**src/rtl/edid_image_loader.sv**
```systemverilog
// Loads the I2C EDID slave RAM from one of NUM_IMAGES source ROM images,
// sequencing hot-plug detect around the copy and repairing the checksum byte.
module edid_image_loader #(
    parameter int NUM_IMAGES     = 4,
    parameter int SEL_W          = 2,
    parameter int HPD_LOW_CYCLES = 10000000,
    parameter int FIX_CHECKSUM   = 1
) (
    input  logic               clk,
    input  logic               rst_n,
    input  logic [SEL_W-1:0]   sel,
    input  logic               load_req,
    input  logic               i2c_busy,
    output logic [SEL_W+6:0]   rom_addr,
    input  logic [7:0]         rom_data,
    output logic               edid_we,
    output logic [6:0]         edid_addr,
    output logic [7:0]         edid_wdata,
    output logic               hpd,
    output logic               busy,
    output logic               done,
    output logic               cksum_err
);

    localparam int CNT_W = (HPD_LOW_CYCLES > 1) ? $clog2(HPD_LOW_CYCLES) : 1;
    localparam logic [CNT_W-1:0] CNT_LOAD = CNT_W'(HPD_LOW_CYCLES - 1);
    localparam logic [SEL_W-1:0] SEL_MASK = SEL_W'(NUM_IMAGES - 1);

    localparam logic [2:0] S_IDLE     = 3'd0;
    localparam logic [2:0] S_HPD_LOW  = 3'd1;
    localparam logic [2:0] S_WAIT_I2C = 3'd2;
    localparam logic [2:0] S_COPY     = 3'd3;
    localparam logic [2:0] S_DONE     = 3'd4;

    logic [2:0]       r_state;
    logic [CNT_W-1:0] r_cnt;
    logic [SEL_W-1:0] r_sel_s1;
    logic [SEL_W-1:0] r_sel_s2;
    logic [SEL_W-1:0] r_sel_s3;
    logic [SEL_W-1:0] r_cur_sel;
    logic             r_pending;
    logic             r_rd_vld;
    logic             r_vld_p1;
    logic [6:0]       r_idx_p1;
    logic [7:0]       r_sum;
    logic [SEL_W+6:0] r_rom_addr;
    logic             r_hpd;
    logic             r_done;
    logic             r_cksum_err;

    logic             w_trig;
    logic             w_last_wr;
    logic [7:0]       w_wdata;

    function automatic logic [7:0] f_fix_cksum(input logic [7:0] sum);
        return 8'h00 - sum;
    endfunction

    // The whole image sums to zero exactly when the last byte is the repair value.
    function automatic logic f_cksum_bad(input logic [7:0] sum, input logic [7:0] last);
        logic [7:0] t;
        t = sum + last;
        return (t != 8'h00);
    endfunction

    assign w_trig    = load_req | (r_sel_s3 != r_cur_sel);
    assign w_last_wr = r_vld_p1 && (r_idx_p1 == 7'd127);

    always_comb begin
        w_wdata = 8'h00;
        if (r_vld_p1) begin
            if (w_last_wr && (FIX_CHECKSUM != 0))
                w_wdata = f_fix_cksum(r_sum);
            else
                w_wdata = rom_data;
        end
    end

    always_ff @(posedge clk or negedge rst_n) begin
        if (!rst_n) begin
            r_sel_s1 <= '0;
            r_sel_s2 <= '0;
            r_sel_s3 <= '0;
        end else begin
            r_sel_s1 <= sel & SEL_MASK;
            r_sel_s2 <= r_sel_s1;
            r_sel_s3 <= r_sel_s2;
        end
    end

    // Write stage _p1: ROM data arrives one cycle after its address.
    always_ff @(posedge clk) begin
        if (r_vld_p1)
            r_sum <= ((r_idx_p1 == 7'd0) ? 8'h00 : r_sum) + rom_data;
    end

    always_ff @(posedge clk or negedge rst_n) begin
        if (!rst_n) begin
            r_state     <= S_HPD_LOW;
            r_cnt       <= CNT_LOAD;
            r_cur_sel   <= '0;
            r_pending   <= 1'b0;
            r_rd_vld    <= 1'b0;
            r_vld_p1    <= 1'b0;
            r_idx_p1    <= 7'd0;
            r_rom_addr  <= '0;
            r_hpd       <= 1'b0;
            r_done      <= 1'b0;
            r_cksum_err <= 1'b0;
        end else begin
            r_done   <= 1'b0;
            r_vld_p1 <= 1'b0;
            case (r_state)
                S_IDLE: begin
                    if (w_trig) begin
                        r_state     <= S_HPD_LOW;
                        r_hpd       <= 1'b0;
                        r_cnt       <= CNT_LOAD;
                        r_cur_sel   <= r_sel_s3;
                        r_cksum_err <= 1'b0;
                    end
                end
                S_HPD_LOW: begin
                    // Nothing copied yet, so simply follow the latest select.
                    r_cur_sel <= r_sel_s3;
                    if (load_req) begin
                        r_cnt <= CNT_LOAD;
                    end else if (r_cnt == '0) begin
                        if (i2c_busy) begin
                            r_state <= S_WAIT_I2C;
                        end else begin
                            r_state    <= S_COPY;
                            r_rom_addr <= {r_sel_s3, 7'd0};
                            r_rd_vld   <= 1'b1;
                        end
                    end else begin
                        r_cnt <= r_cnt - CNT_W'(1);
                    end
                end
                S_WAIT_I2C: begin
                    r_cur_sel <= r_sel_s3;
                    if (load_req) begin
                        r_state <= S_HPD_LOW;
                        r_cnt   <= CNT_LOAD;
                    end else if (!i2c_busy) begin
                        r_state    <= S_COPY;
                        r_rom_addr <= {r_sel_s3, 7'd0};
                        r_rd_vld   <= 1'b1;
                    end
                end
                S_COPY: begin
                    if (w_trig)
                        r_pending <= 1'b1;
                    r_vld_p1 <= r_rd_vld;
                    r_idx_p1 <= r_rom_addr[6:0];
                    if (r_rd_vld) begin
                        if (r_rom_addr[6:0] == 7'd127)
                            r_rd_vld <= 1'b0;
                        else
                            r_rom_addr[6:0] <= r_rom_addr[6:0] + 7'd1;
                    end
                    if (w_last_wr) begin
                        r_cksum_err <= f_cksum_bad(r_sum, rom_data);
                        r_done      <= 1'b1;
                        r_state     <= S_DONE;
                    end
                end
                S_DONE: begin
                    // A request that arrived mid-copy reloads straight away with HPD kept low.
                    if (r_pending || w_trig) begin
                        r_pending   <= 1'b0;
                        r_state     <= S_HPD_LOW;
                        r_hpd       <= 1'b0;
                        r_cnt       <= CNT_LOAD;
                        r_cur_sel   <= r_sel_s3;
                        r_cksum_err <= 1'b0;
                    end else begin
                        r_hpd   <= 1'b1;
                        r_state <= S_IDLE;
                    end
                end
                default: r_state <= S_IDLE;
            endcase
        end
    end

    assign rom_addr   = r_rom_addr;
    assign edid_we    = r_vld_p1;
    assign edid_addr  = r_idx_p1;
    assign edid_wdata = w_wdata;
    assign hpd        = r_hpd;
    assign busy       = (r_state != S_IDLE);
    assign done       = r_done;
    assign cksum_err  = r_cksum_err;

endmodule

```
**config.mk**
```make
export PLATFORM = sky130hd
export DESIGN_NAME = edid_image_loader
export DESIGN_NICKNAME = d
export VERILOG_FILES = /design/src/rtl/edid_image_loader.sv
export SDC_FILE = /design/constraint.sdc
export NUM_CORES = 1
export LEC_CHECK = 0
export ABC_AREA = 1
export ABC_CLOCK_PERIOD_IN_PS = 2300
export CAP_MARGIN = 20
export CORE_MARGIN = 2
export CORE_UTILIZATION = 40
export CTS_BUF_LIST = sky130_fd_sc_hd__clkbuf_8
export DETAILED_ROUTE_END_ITERATION = 12
export RECOVER_POWER = 50
export SYNTH_ARGS = -nofsm -noshare
export SYNTH_HDL_FRONTEND = slang
export SYNTH_SLANG_ARGS = --single-unit
export TNS_END_PERCENT = 30
```
**constraint.sdc**
```tcl
create_clock -name clk -period 2.3 [get_ports clk]
set_input_delay 0.69 -clock clk [delete_from_list [all_inputs] [get_ports clk]]
set_output_delay 0.69 -clock clk [all_outputs]
set_load 0.01 [all_outputs]
```
==> flow_metrics.tcl, run 1 <==
set metrics [dict create \
    outcome "finished with violations" \
    violations "setup timing" \
    route.vias.total 4251 \
    cts_sinks 65 \
    clock_skew_ps 13.9 \
    rows 38 \
    fin_area_mm2 0.00591 \
    synth_top_area_cell "dfrtp_1" \
    placed_cell_area_mm2 0.00549 \
    max_clock_freq_ghz 0.415 \
    grt_max_degree 58 \
    syn_inst 604 \
    hold_path_depth 0 \
    ir_drop_mv 0.328 \
    r2r_cells 12 \
    synth-seq-cells 65 \
    synth-edff-count 8 \
    path_class "reg2out" \
    worst-endpoint-arrival_ps 1720 \
    holdPathEnd "r_sel_s2[1]$_DFF_PN0_" \
    period_share_pct 105 \
    multi_input_area_mm2 0.00257 \
    num_antenna_cells 0 \
    initial_core_util_pct 41.1 \
    syn_to_final_growth_pct 32.8 \
    ys_seq_area_share_pct 37.9 \
    avgSynthCellArea_um2 7.37 \
    slew-limit-headroom_pct 4.28 \
    r2r_setup_slack_ps -50 \
    hp-class "reg2reg" \
    post_drt_wl_per_cell_um 13.0 \
    synth_ff_type "dfrtp_1" \
    clkTransAtPathRegs_ps 80 \
    insertion_delay_ps 350 \
    grt_use_total_pct 20.1 \
    r2r-end "cksum_err$_DFFE_PN0P_" \
    cts_tree "done" \
    finalNonFillerCells 864 \
    antenna_found_initial 0 \
    cts_root_buf "clkbuf_8" \
    cts_buffers 9 \
    slew_viol_final 0 \
    h-tree-depth 3 \
    cp-end-kind "output pin" \
    layout.area.seq_mm2 0.00169 \
    tightestPinTransition_ps 1440 \
    timing.critical_path.from_type "flip-flop" \
    synthTopCellsByArea "dfrtp_1 (24%), nand2_1 (13%), dfstp_2 (8.9%), nor2_1 (6.7%), inv_1 (5.9%)" \
    clockBufferDepth 2 \
    worst_slack_ps -107 \
    drv_cap 0 \
    firstDrtPassIters 5 \
    gp_congestion 0.860 \
    place_ws_ps -521 \
    hp-start "r_sel_s1[1]$_DFF_PN0_" \
    die_y_um 109 \
    die_w_um 109 \
    drt_wl_total_um 11200 \
    finalHoldViolCount 0 \
    ant_nets 0 \
    post-route-util_pct 54.5 \
    dpl.hpwl_um 8240 \
    powerDensity_mw_per_mm2 419 \
    p_leak_nw 2.95 \
    ys_async_sr_fraction_pct 87.7 \
    finalSetupViolations 5 \
    drc 0 \
    rsz0062_at_grt "yes" \
    finalPower_w 0.00248 \
    crit_required_ps 1610 \
    yosysMostFrequentCell "nand2_1" \
    io_pins 43 \
    ys_types 37 \
    fillCellCount 1036 \
    reg2reg_from "r_sum[0]$_DFFE_PP_" \
    dieArea_mm2 0.0120 \
    overflow 0 \
    fin_nets 753 \
    grt_pass1_wl_um 18800 \
    routed_via_density 4.92 \
    synthesis.nets 638 \
    ys_warn_count 0 \
    port_buffers 42 \
    period_minus_slack_ps 2410 \
    drt_iter0_markers 185 \
    syn-cell-area_mm2 0.00445 \
    grt_pass1_vias 4231 \
    coreArea_mm2 0.0108 \
    drive_gt1_share_pct 26.2 \
    synth.top_cells.by_count "nand2_1 (157), nor2_1 (80), inv_1 (70)" \
    dp.cells 838 \
    synthDominantCellAreaShare_pct 23.6 \
    cp_max_fo 3 \
]
## power breakdown
| part | leakage, nW | switching (W) | internal (W) |
|---|---|---|---|
| sequential | 0.791 | 0.00000603 | 0.00118 |
| clock | 0.115 | 0.000486 | 0.000611 |
| combinational | 2.05 | 0.000112 | 0.0000843 |
| total | 2.95 | 0.000604 | 0.00187 |
## metrics by stage
stage	TNS, ps	hold WS (ps)
2_1_floorplan	0	331
3_3_place_gp	-4390	333
3_5_place_dp	-5330	336
4_1_cts	-505	337
5_1_grt	-2430	360
6_report	-338	356
## cells in the final DEF (no fill, tap or decap), drive strengths merged, types with 3 or more instances in the layout
master | Yosys | final
xor2 | 13 | 13
nand2 | 165 | 165
edfxtp | 8 | 8
a21oi | 19 | 19
inv | 75 | 78
o21bai | 3 | 3
nand3 | 51 | 51
o21ai | 55 | 55
nor3 | 8 | 8
nor2 | 81 | 81
dlygate4sd2 | 0 | 3
xnor2 | 4 | 4
nand4 | 23 | 23
ha | 18 | 18
clkdlybuf4s50 | 0 | 28
dfrtp | 42 | 42
dfstp | 15 | 15
buf | 5 | 81
clkbuf | 6 | 10
or2 | 3 | 3
## registers in the layout, indices dropped and copies added (netlist names)
signal,flops
r_pending,1
r_state,3
hpd,1
r_cur_sel,2
r_sel_s3,2
done,1
cksum_err,1
r_rd_vld,1
edid_addr,7
rom_addr,9
r_sum,8
r_sel_s2,2
r_cnt,24
r_sel_s1,2
edid_we,1
## cell type report
cell class / count / share of cell area (%)
multi-input cells: 453 / 43.4
well taps: 140 / 2.96
inverters: 75 / 4.85
clock buffers: 9 / 2.10
flip-flops and latches: 65 / 28.5
repair buffers: 115 / 16.6
clock inverters: 7 / 1.57
## cells by family (layout without fill, tap and decap cells)
logic type               count (synthesis)  in the layout  share of synthesized area, %
buffers and inverters                   86            206                          8.01
flip-flops                              65             65                          37.9
AO/OA/AOI/OAI                           82             82                          11.6
AND/OR/NAND/NOR                        334            334                          33.2
XOR/XNOR                                17             17                          3.35
adder cells (fa/ha/maj)                 20             20                          5.96
## layer usage
layer / GRT usage (%) / up-vias / wire length (µm)
li1: - / 2200 / -
met1: 24.2 / 1980 / 4990
met2: 36.4 / 62 / 5730
met3: 2.55 / 9 / 366
met4: 7.50 / 0 / 115
met5: 0 / - / 0
## worst max path at each step
stage	startpoint	endpoint	slack, ps	depth (start not counted)
after floorplan	edid_we$_DFF_PN0_	edid_wdata[0]	60	7
after global placement	rom_data[0]	cksum_err$_DFFE_PN0P_	-460	10
after detailed placement	rom_data[0]	cksum_err$_DFFE_PN0P_	-520	10
after CTS	r_sum[1]$_DFFE_PP_	edid_wdata[7]	-160	7
after global routing	r_sum[0]$_DFFE_PP_	edid_wdata[7]	-240	7
final	r_sum[0]$_DFFE_PP_	edid_wdata[7]	-110	7
## worst max-delay path, cell delays in order (launching register included)
cell	delay, ps
edfxtp_1	440
nor3_2	190
buf_4	130
nand4_1	120
nor2_2	120
xor2_1	150
a21oi_1	80
buf_2	140
## repair_timing
action                     4_1_cts  5_1_grt
cloned                           0        0
pin swaps                       10       21
resized for setup               61       26
hold buffers                     0        0
setup endpoints to repair       12       12
setup buffers                    4        6
No activity file was read; power rests on OpenSTA's default activity.
==> run 2, diff against run 1 <==
Settings changed: CELL_PAD_IN_SITES_DETAIL_PLACEMENT set to 1, CELL_PAD_IN_SITES_GLOBAL_PLACEMENT set to 1, PLACE_DENSITY_LB_ADDON set to 0.1.
==> run 2 against run 1 <==
Net effect:
- the flow still finishes with violations (setup timing)
- clock power down 22%
- via count up 4.8%
- clock skew down 5.0 ps
- sequential power about the same
- cell count up 0.81%
- setup slack worse by 120 ps
- global-route usage up 4.2 points
- combinational power about the same
- maximum frequency down 4.7%
- sequential share of layout area up 0.25 points
- routed wire length up 22%
- critical endpoint is now edid_wdata[5]
- largest power group unchanged
==> flow_metrics.tcl, run 2 (synthesized netlist as in run 1, its figures left out) <==
set metrics [dict create \
    insertion_delay_ps 350 \
    worst-endpoint-arrival_ps 1840 \
    outcome "finished with violations" \
    met2_length_um 6850 \
    finalHoldViolCount 0 \
    initial_core_util_pct 41.1 \
    clkTransAtPathRegs_ps 70 \
    tightestPinTransition_ps 1480 \
    coreArea_mm2 0.0108 \
    p_leak_nw 2.94 \
    dp.cells 845 \
    rows 38 \
    drv_cap 0 \
    routed_via_density 5.11 \
    tns_ps -960 \
    syn_to_final_growth_pct 31.8 \
    cp-end-kind "output pin" \
    ant_nets 0 \
    grt_use_total_pct 24.3 \
    dieArea_mm2 0.0120 \
    h-tree-depth 3 \
    hold_path_depth 0 \
    ir_drop_mv 0.351 \
    finalSetupViolations 8 \
    slew_viol_final 0 \
    rsz0062_at_grt "yes" \
    final_cell_mix "nand2_1 (156), nor2_1 (76), buf_4 (72), inv_1 (70), nand3_1 (47)" \
    hp-class "reg2reg" \
    firstDrtPassIters 4 \
    crit_path_start "r_sum[0]$_DFFE_PP_" \
    cp_max_fo 2 \
    hold_buffers 0 \
    cts_sinks 65 \
    gp_congestion 0.796 \
    grt_max_degree 58 \
    hp-start "r_sel_s2[0]$_DFF_PN0_" \
    top_layer_used "met4" \
    post_drt_wl_per_cell_um 15.7 \
    worst_slack_ps -227 \
    die_w_um 109 \
    cts_buffers 9 \
    clockBufferDepth 2 \
    r2r_setup_slack_ps -120 \
    period_share_pct 110 \
    cts_root_buf "clkbuf_8" \
    r2r_cells 13 \
    die_y_um 109 \
    drt_iter0_markers 183 \
    path_class "reg2out" \
    fillCellCount 1393 \
    period_minus_slack_ps 2530 \
    dpl.hpwl_um 10300 \
    clock_skew_ps 8.87 \
    regMostFlops "r_cnt" \
    reg2reg_from "r_sum[0]$_DFFE_PP_" \
    route.vias.total 4455 \
    fin_nets 760 \
    antenna_found_initial 0 \
    largest_reg_flops 24 \
    drive_gt1_share_pct 25.6 \
    cts_tree "done" \
    overflow 0 \
    violations "setup timing" \
    drt_wl_total_um 13700 \
    finalNonFillerCells 871 \
    max_clock_freq_ghz 0.396 \
    met3_length_um 272 \
    grt_pass1_wl_um 22500 \
    holdPathEnd "r_sel_s3[0]$_DFF_PN0_" \
    wl_met1_um 6390 \
    slew-limit-headroom_pct 1.31 \
    io_pins 43 \
    crit_required_ps 1610 \
    port_buffers 42 \
    drc 0 \
    r2r-end "cksum_err$_DFFE_PN0P_" \
    timing.critical_path.from_type "flip-flop" \
    powerDensity_mw_per_mm2 382 \
    num_antenna_cells 0 \
    grt_pass1_vias 4707 \
    final_common_cell "nand2_1" \
]
run 2: power by group:
group	switching (W)	internal, W	leakage, nW
Sequential	0.00000650	0.00118	0.790
Clock	0.000454	0.000406	0.100
Combinational	0.000114	0.0000808	2.05
run 2: how the worst max path moves through the flow:
| stage | end | slack [ps] | depth (start not counted) |
|---|---|---|---|
| floorplan | edid_wdata[0] | 60 | 7 |
| global placement | cksum_err$_DFFE_PN0P_ | -420 | 10 |
| detailed placement | cksum_err$_DFFE_PN0P_ | -490 | 10 |
| CTS | edid_wdata[5] | -240 | 6 |
| global route | edid_wdata[7] | -320 | 7 |
| finish | edid_wdata[5] | -230 | 7 |
run 2: layer usage:
layer / global-route usage [%] / up-vias
li1: - / 2211
met1: 31.1 / 2180
met2: 42.6 / 52
met3: 3.44 / 12
met4: 6.87 / 0
met5: 0 / -
run 2: cell type report:
type,count,area [µm²],area share [%]
multi-input cells,453,2530,43.1
flip-flops and latches,65,1690,28.8
repair buffers,122,1020,17.5
inverters,75,287,4.89
clock inverters,6,27.5,0.469
well taps,140,175,2.99
clock buffers,10,138,2.35
run 2: worst max-delay path: stages, from the launching register on:
cell,delay (ps)
edfxtp_1,420
buf_6,150
nor3_4,200
nand4_1,200
buf_4,200
a21oi_2,120
nor2_1,60
buf_2,140
run 2: repair_timing:
action | in CTS | in global routing
buffers inserted | 6 | 5
gates resized for setup | 50 | 24
pin swaps | 7 | 12
endpoints found under the setup margin | 13 | 15
run 2: through the flow:
step                      setup WS (ps)  area, µm²  util, %  power, W  hold WS [ps]
final                              -227       5860     54.1   0.00224           359
after floorplan                    55.1       4450        -   0.00129           331
after CTS                          -243       5770     53.2   0.00228           338
after detailed placement           -493       5550     51.2   0.00140           343
after global routing               -318       5860     54.1   0.00234           372
after global placement             -423       5550     51.2   0.00139           337
==> run 3, diff against run 2 <==
Settings changed: REMOVE_ABC_BUFFERS set to 1.
==> run 3 against run 2 <==
Net effect:
- the run still ends with setup timing left
- register-to-register slack better by 90 ps
- critical path type unchanged
- core utilization is 0.058 points lower
- setup slack better by 49 ps
- largest power group unchanged
==> flow_metrics.tcl, run 3 (synthesized netlist as in run 1, its figures left out) <==
set metrics [dict create \
    route.vias.total 4442 \
    max_clock_freq_ghz 0.404 \
    cp_max_fo 3 \
    final_common_cell "nand2_1" \
    clock_skew_ps 10.1 \
    overflow 0 \
    outcome "finished with violations" \
    num_antenna_cells 0 \
    die_y_um 109 \
    h-tree-depth 3 \
    clkTransAtPathRegs_ps 80 \
    regMostFlops "r_cnt" \
    fin_nets 753 \
    cp-end-kind "output pin" \
    drive_gt1_share_pct 25.0 \
    slowest_delay_ps 440 \
    coreArea_mm2 0.0108 \
    finalHoldViolCount 0 \
    crit_slowest_cell "edfxtp_1" \
    powerDensity_mw_per_mm2 433 \
    drv_cap 0 \
    tns_ps -571 \
    io_pins 43 \
    path_buf_inv 1 \
    dieArea_mm2 0.0120 \
    slew-limit-headroom_pct 11.6 \
    insertion_delay_ps 360 \
    finalPower_w 0.00253 \
    timing.critical_path.from_type "flip-flop" \
    dp.cells 842 \
    ant_nets 0 \
    cp_top_family "simple AND/OR/NAND/NOR gates" \
    cp_cell_sequence "nor3_2 -> nand4_1 -> nor2_1 -> xor2_1 -> a21oi_1 -> buf_2" \
    finalSetupViolations 6 \
    die_w_um 109 \
    p_leak_nw 2.91 \
    path_class "reg2out" \
    period_share_pct 108 \
    hold_buffers 0 \
    drt_wl_total_um 13200 \
    port_buffers 42 \
    slew_viol_final 0 \
    worst_slack_ps -178 \
    cts_sinks 65 \
    gp_congestion 0.839 \
    period_minus_slack_ps 2480 \
    cts_tree "done" \
    firstDrtPassIters 4 \
    antenna_found_initial 0 \
    largest_reg_flops 24 \
    rsz0062_at_grt "yes" \
    cts_root_buf "clkbuf_8" \
    crit_required_ps 1610 \
    worst-endpoint-arrival_ps 1790 \
    grt_max_degree 33 \
    final_cell_mix "nand2_1 (155), nor2_1 (79), buf_4 (66), inv_1 (65), nand3_1 (47)" \
    drc 0 \
    rows 38 \
    cts_buffers 9 \
    tightestPinTransition_ps 1330 \
    syn_to_final_growth_pct 31.6 \
    initial_core_util_pct 41.1 \
    post_drt_wl_per_cell_um 15.3 \
    grt_pass1_vias 4615 \
    dpl.hpwl_um 9850 \
    ir_drop_mv 0.260 \
    violations "setup timing" \
    clockBufferDepth 2 \
    grt_use_total_pct 22.8 \
    routed_via_density 5.14 \
    finalNonFillerCells 864 \
    drt_iter0_markers 188 \
    place_ws_ps -507 \
    grt_pass1_wl_um 21400 \
    hp-class "reg2reg" \
]
-- run 3: routing by layer --
metal,track usage [%],wire length (µm),vias to the layer above
met1,27.5,5740,2184
met3,3.50,340,16
met5,0,0,-
met2,41.6,6930,51
li1,-,-,2191
met4,6.69,217,0
-- run 3: power by group --
part	internal (W)	switching, W
clock network	0.000644	0.000509
registers	0.00118	0.00000602
logic	0.0000832	0.000115
total	0.00190	0.000630
-- run 3: stage by stage --
stage | hold WS (ps) | cell area, µm² | util, %
floorplan | 331 | 4380 | -
global placement | 332 | 5520 | 50.9
detailed placement | 336 | 5520 | 50.9
CTS | 327 | 5790 | 53.4
global route | 371 | 5860 | 54.0
finish | 350 | 5860 | 54.0
-- run 3: final cells by class --
| type | count | area, µm² |
|---|---|---|
| fillers | 1390 | 4980 |
| multi-input cells | 453 | 2530 |
| flip-flops and latches | 65 | 1690 |
| repair buffers | 115 | 958 |
| inverters | 75 | 284 |
| well taps | 140 | 175 |
| clock buffers | 10 | 138 |
| clock inverters | 6 | 90.1 |
-- run 3: repair_timing --
item                                    4_1_cts  5_1_grt
pin swaps                                    11        5
endpoints found under the setup margin       13       15
gates resized for setup                      55       17
setup buffers                                 2        4
-- run 3: worst reg2reg max path: cells and delay by family (launching register included) --
| family | cells | cell delay, ps |
|---|---|---|
| adder cells (fa/ha/maj) | 1 | 360 |
| XOR/XNOR | 1 | 110 |
| buffers and inverters | 2 | 300 |
| AO/OA/AOI/OAI | 2 | 250 |
| AND/OR/NAND/NOR | 6 | 650 |
| flip-flops | 1 | 420 |
-- run 3: worst paths after layout --
path,cells past startpoint,slack [ps],end,startpoint
min reg2reg,0,350,r_sel_s3[1]$_DFF_PN0_,r_sel_s2[1]$_DFF_PN0_
min,0,350,r_sel_s3[1]$_DFF_PN0_,r_sel_s2[1]$_DFF_PN0_
max reg2reg,12,-30,r_sum[6]$_DFFE_PP_,edid_addr[3]$_DFFE_PN0P_
max in group asynchronous,2,790,r_cur_sel[1]$_DFFE_PN0P_,rst_n
max,6,-180,edid_wdata[7],r_sum[0]$_DFFE_PP_
min in group asynchronous,2,530,r_cnt[13]$_DFFE_PN0P_,rst_n
